[config.mk]
export PLATFORM = sky130hd
export DESIGN_NAME = aes_uart_cmd_ctrl
export DESIGN_NICKNAME = d
export VERILOG_FILES = /design/src/rtl/aes_uart_cmd_ctrl.sv
export SDC_FILE = /design/constraint.sdc
export NUM_CORES = 2
export LEC_CHECK = 0
export ABC_AREA = 1
export BUFFER_PORTS_ARGS = -buffer_cell sky130_fd_sc_hd__buf_4
export CORE_ASPECT_RATIO = 1.75
export CORE_MARGIN = 8
export CORE_UTILIZATION = 40
export CTS_BUF_LIST = sky130_fd_sc_hd__clkbuf_8
export DETAILED_ROUTE_END_ITERATION = 12
export GPL_TIMING_DRIVEN = 0
export HOLD_SLACK_MARGIN = 0.02
export PLACE_DENSITY_LB_ADDON = 0.08
export RECOVER_POWER = 50
export SYNTH_ARGS = -nofsm -noshare
export SYNTH_HDL_FRONTEND = slang
export SYNTH_SLANG_ARGS = --single-unit
export TNS_END_PERCENT = 30
[constraint.sdc]
create_clock -name clk -period 5.1 [get_ports clk]
set_input_delay 0.51 -clock clk [delete_from_list [all_inputs] [get_ports clk]]
set_output_delay 0.51 -clock clk [all_outputs]
set_load 0.01 [all_outputs]
[src/rtl/aes_uart_cmd_ctrl.sv]
// aes_uart_cmd_ctrl: decodes UART command frames, drives the AES key/text/load
// interface and queues reply frames for UART TX.
module aes_uart_cmd_ctrl #(
    parameter int FRAME_BYTES    = 18,
    parameter int TIMEOUT_CYCLES = 64,
    parameter int ERR_W          = 8
) (
    input  logic                     clk,
    input  logic                     reset,
    input  logic                     frame_valid,
    input  logic [8*FRAME_BYTES-1:0] frame_data,
    output logic [127:0]             aes_key,
    output logic [127:0]             aes_text,
    output logic                     aes_ld,
    input  logic                     aes_done,
    input  logic [127:0]             aes_result,
    output logic [8*FRAME_BYTES-1:0] tx_data,
    output logic                     tx_send,
    input  logic                     tx_busy,
    output logic                     busy,
    output logic [ERR_W-1:0]         err_count
);
    localparam int FW = 8*FRAME_BYTES;
    localparam int CW = $clog2(TIMEOUT_CYCLES) + 1;
    localparam logic [7:0] OP_C = 8'h43, OP_D = 8'h44, OP_E = 8'h45, OP_R = 8'h52;
    localparam logic [7:0] OP_AT = 8'h40, OP_LA = 8'h61, OP_LB = 8'h62, OP_A = 8'h41, OP_BANG = 8'h21;
    localparam logic [127:0] ID_STR = 128'h31323334353637383930313233343536;

    typedef enum logic [2:0] {IDLE, DECODE, AES_START, AES_WAIT, TX_WAIT, TX_SEND} state_t;
    state_t state, next;

    logic [FW-1:0]  frame_reg;
    logic [127:0]   result_reg;
    logic [CW-1:0]  tmo_cnt;
    logic [7:0]     op_hi, op_lo;
    logic [127:0]   payload, reply_val;
    logic           op_ok, is_reply, is_r, done, tmo, reject, drop;
    logic [ERR_W:0] err_sum;

    assign op_hi     = frame_reg[FW-1 -: 8];
    assign op_lo     = frame_reg[7:0];
    assign payload   = frame_reg[FW-9:8];
    assign is_reply  = op_lo inside {OP_AT, OP_LA, OP_LB, OP_A};
    assign op_ok     = (op_hi == op_lo) && (is_reply || (op_lo inside {OP_C, OP_D, OP_E, OP_R}));
    assign is_r      = op_lo == OP_R;
    assign reply_val = op_lo == OP_AT ? result_reg :
                       op_lo == OP_LA ? aes_key :
                       op_lo == OP_LB ? aes_text : ID_STR;
    // tmo_cnt==0 marks the first wait cycle, where aes_done may still be a stale level
    assign done      = state == AES_WAIT && tmo_cnt != '0 && aes_done;
    assign tmo       = state == AES_WAIT && !done && tmo_cnt == CW'(TIMEOUT_CYCLES-1);
    assign reject    = state == DECODE && !op_ok;
    assign drop      = frame_valid && state != IDLE;
    assign err_sum   = {1'b0, err_count} + (ERR_W+1)'(drop) + (ERR_W+1)'(reject | tmo);
    assign aes_ld    = state == AES_START;
    assign tx_send   = state == TX_SEND && !tx_busy;
    assign busy      = state != IDLE;

    always_comb begin
        next = state;
        case (state)
            IDLE:      next = frame_valid ? DECODE : IDLE;
            DECODE:    next = !op_ok ? IDLE :
                              (op_lo == OP_E || is_r) ? AES_START :
                              is_reply ? TX_WAIT : IDLE;
            AES_START: next = AES_WAIT;
            AES_WAIT:  next = (done || tmo) ? (is_r ? TX_WAIT : IDLE) : AES_WAIT;
            TX_WAIT:   next = tx_busy ? TX_WAIT : TX_SEND;
            TX_SEND:   next = tx_busy ? TX_WAIT : IDLE;
            default:   next = IDLE;
        endcase
    end

    always_ff @(posedge clk) begin
        if (reset) begin
            state      <= IDLE;
            frame_reg  <= '0;
            aes_key    <= '0;
            aes_text   <= '0;
            result_reg <= '0;
            tx_data    <= '0;
            tmo_cnt    <= '0;
            err_count  <= '0;
        end else begin
            state     <= next;
            err_count <= err_sum[ERR_W] ? '1 : err_sum[ERR_W-1:0];
            tmo_cnt   <= state == AES_WAIT ? tmo_cnt + 1'b1 : '0;
            if (state == IDLE && frame_valid)
                frame_reg <= frame_data;
            if (state == DECODE && op_ok && op_lo == OP_C)
                aes_key <= payload;
            if (state == DECODE && op_ok && op_lo == OP_D)
                aes_text <= payload;
            if (state == DECODE && op_ok && is_reply)
                tx_data <= {op_lo, reply_val, op_lo};
            if (done)
                result_reg <= aes_result;
            if ((done || tmo) && is_r)
                tx_data <= done ? {OP_AT, aes_result, OP_AT} : {OP_BANG, 128'h0, OP_BANG};
        end
    end
endmodule

==> out/results.ini <==
[cts]
insertion_delay_ns=0.79
cts_sinks=682
cts_root_buffer=clkbuf_8
clock_path_buffers=3
cts_inserted_buffers=103
cts_max_level=3
clk_pin_slew_ns=0.06
cts_tree=yes

[route]
post_drt_via_cell_ratio=5.41
drtIter0Drc=2896
met1Wirelength_um=55500
wl_per_cell_um=24.7
routed.top_layer=met5
vias=33089
wl_met2_um=72900
routed_wl_um=151000
drc=0
postRouteAntennaNets=0
drt_first_pass_iters=6
wl_met3_um=12800

[die]
dieArea_um2=82500
initial_core_util=0.403
fp-row-count=131
pin_count=688
die_x_um=221
core_area_um2=72800
die_h_um=374

[yosys]
synth_edf_count=0
syn-cell-area_um2=29300
synth_top_cell_by_area=dfxtp_1
ys_warn_count=0
synth.top_cells.by_area=dfxtp_1 (47%), nand2_1 (12%), a21oi_1 (11%)
avgSynthCellArea_um2=7.23
yosysMostFrequentCell=nand2_1
synth_common_cells=nand2_1 (945), dfxtp_1 (682), a21oi_1 (633)
synth_top_cell_area_share=0.466
syn_inst=4055
yosysSeqAreaShare=0.466
synth_async_sr_flop_share=0
synth_seq_cells=682
syn_nets=4336
synth_top_flop_cell=dfxtp_1
ys_types=33

[timing]
finalSetupViolCount=0
fin_worst_skew_ns=0.0336
tightest_slew_ns=1.45
setup_tns_ns=0
finalCritPeriodShare=0.779
finalCriticalPeriod_ns=3.97
slew_viol_final=0
fmax_mhz=252
rsz0062_at_grt=false
relSlewSlack=0.0349
hold_viol=0

[critical_path]
worstSetupEndpointType=flop
r2r_cells=12
cp_max_fo=10
slowest_delay_ns=1.00
critPathKind=reg2reg
startpoint_type=flop
rrSetupSlack_ns=1.13
required_ns=5.79
crit_path_frequent_cell=nand2_1
arrival_ns=4.66
worstReg2RegStart=frame_reg[6]
worst-path-buf-inv=2
crit_chain=nand2_1 > nor2_1 > nand2_1 > nand2_1 > nor2_1 > nand2_1 > nand2_1 > nor2_1 > clkbuf_1 > clkbuf_1 > nand3_1 > a21oi_1
cpLargestDelayFamily=simple AND/OR/NAND/NOR gates
reg2reg_to=aes_text[1]
cp_slowest_cell=clkbuf_1

[power]
peakVddDrop_mv=0.221
leakagePower_nw=15.0
p_per_area_nw_per_um2=286

[worst_hold_path]
min_path_cells=3
min_to=frame_reg[6]
worstHoldStart=frame_data[6]
min_path_type=in2reg

[status]
outcome=finished clean

[layout]
area_delta_synth_final_pct=31.9
drive_gt1_frac=0.116
largest_reg_flops=144
nNetsFinal=5380
post-route-util=0.531
fillers=7765

[global_route]
first_global_vias=32560
antenna_found_initial=15
track_usage=0.351
grt_start_max_net_pins=14
grt_pass1_wl_um=213000
grt-ovfl-total=0

[placed_design]
dpl.hpwl_um=115000
port_buffers=687
gp_congestion=0.956

[job]
cap_violations=0

[worst max path at each step]
stage                             from            end  slack [ns]  cells after the start
final                     frame_reg[6]    aes_text[1]        1.13                     12
after global routing      frame_reg[6]    aes_text[2]        0.92                     12
after CTS                     state[1]  frame_reg[85]        1.81                      6
after detailed placement      state[1]  frame_reg[85]        1.79                      6
after global placement     frame_valid  frame_reg[52]        1.55                      5
after floorplan           frame_reg[3]   err_count[5]        2.73                     18
[final cells by class]
type / instances / area (um^2) / area share
diodes: 13 / 32.5 / 0.000842
inverters: 211 / 792 / 0.0205
repair buffers: 939 / 6160 / 0.159
flip-flops and latches: 682 / 13700 / 0.353
well taps: 931 / 1160 / 0.0301
multi-input cells: 2802 / 13300 / 0.343
clock buffers: 128 / 1760 / 0.0456
clock inverters: 53 / 287 / 0.00741
plain buffers: 360 / 1530 / 0.0397
[worst min-delay path, stage by stage]
cell and delay [ns]:
buf_4 0.08, o21ai_0 0.09, a21oi_1 0.12
[power by group]
| part | switching [mW] | internal [mW] |
|---|---|---|
| clock network | 2.30 | 2.35 |
| registers | 0.0877 | 5.42 |
| logic | 0.503 | 0.389 |
| total | 2.89 | 8.16 |
[metrics by stage]
step	area (um^2)	cells	setup WS (ns)	power (mW)	hold slack [ns]
final	38700	6119	1.13	11.1	0.0802
after global routing	38600	6116	0.919	11.4	0.0610
after CTS	40200	6106	1.81	11.1	0.0200
after detailed placement	35600	5673	1.79	6.34	0.450
after global placement	35600	5673	1.55	6.33	0.445
after floorplan	29300	4055	2.73	5.92	0.430
[layout by cell type, fill, tap and decap left out, types with 6 or more instances in the layout]
cell type	n
nand4_1	75
dfxtp_1	682
diode_2	13
nand3_1	469
nand2_1	946
clkbuf_1	635
o22ai_1	20
inv_1	232
nand3b_1	166
buf_2	75
nor2_1	204
or2_2	58
clkbuf_8	128
inv_2	9
dlygate4sd3_1	252
buf_1	32
clkbuf_4	6
buf_4	297
clkinv_2	15
a21oi_1	633
o21ai_0	209
[per-layer routing]
metal	GRT usage	vias to the layer above
met2	0.609	1561
li1	-	15557
met4	0.198	6
met3	0.0936	417
met5	0	-
met1	0.380	15548
[repair_timing]
| action | CTS | global route |
|---|---|---|
| setup buffers | 0 | 0 |
| hold endpoints to repair | 252 | 0 |
| resized for setup | 0 | 0 |
| hold buffers | 252 | 0 |
[cells by family after synthesis]
kind of cell             count (synthesis)  share of synthesized area
XOR/XNOR                                 4                    0.00120
AO/OA/AOI/OAI                          869                      0.150
adder cells (fa/ha/maj)                  4                    0.00196
flip-flops                             682                      0.466
buffers and inverters                  571                     0.0810
AND/OR/NAND/NOR                       1925                      0.300
No activity file was read; power rests on OpenSTA's default activity.
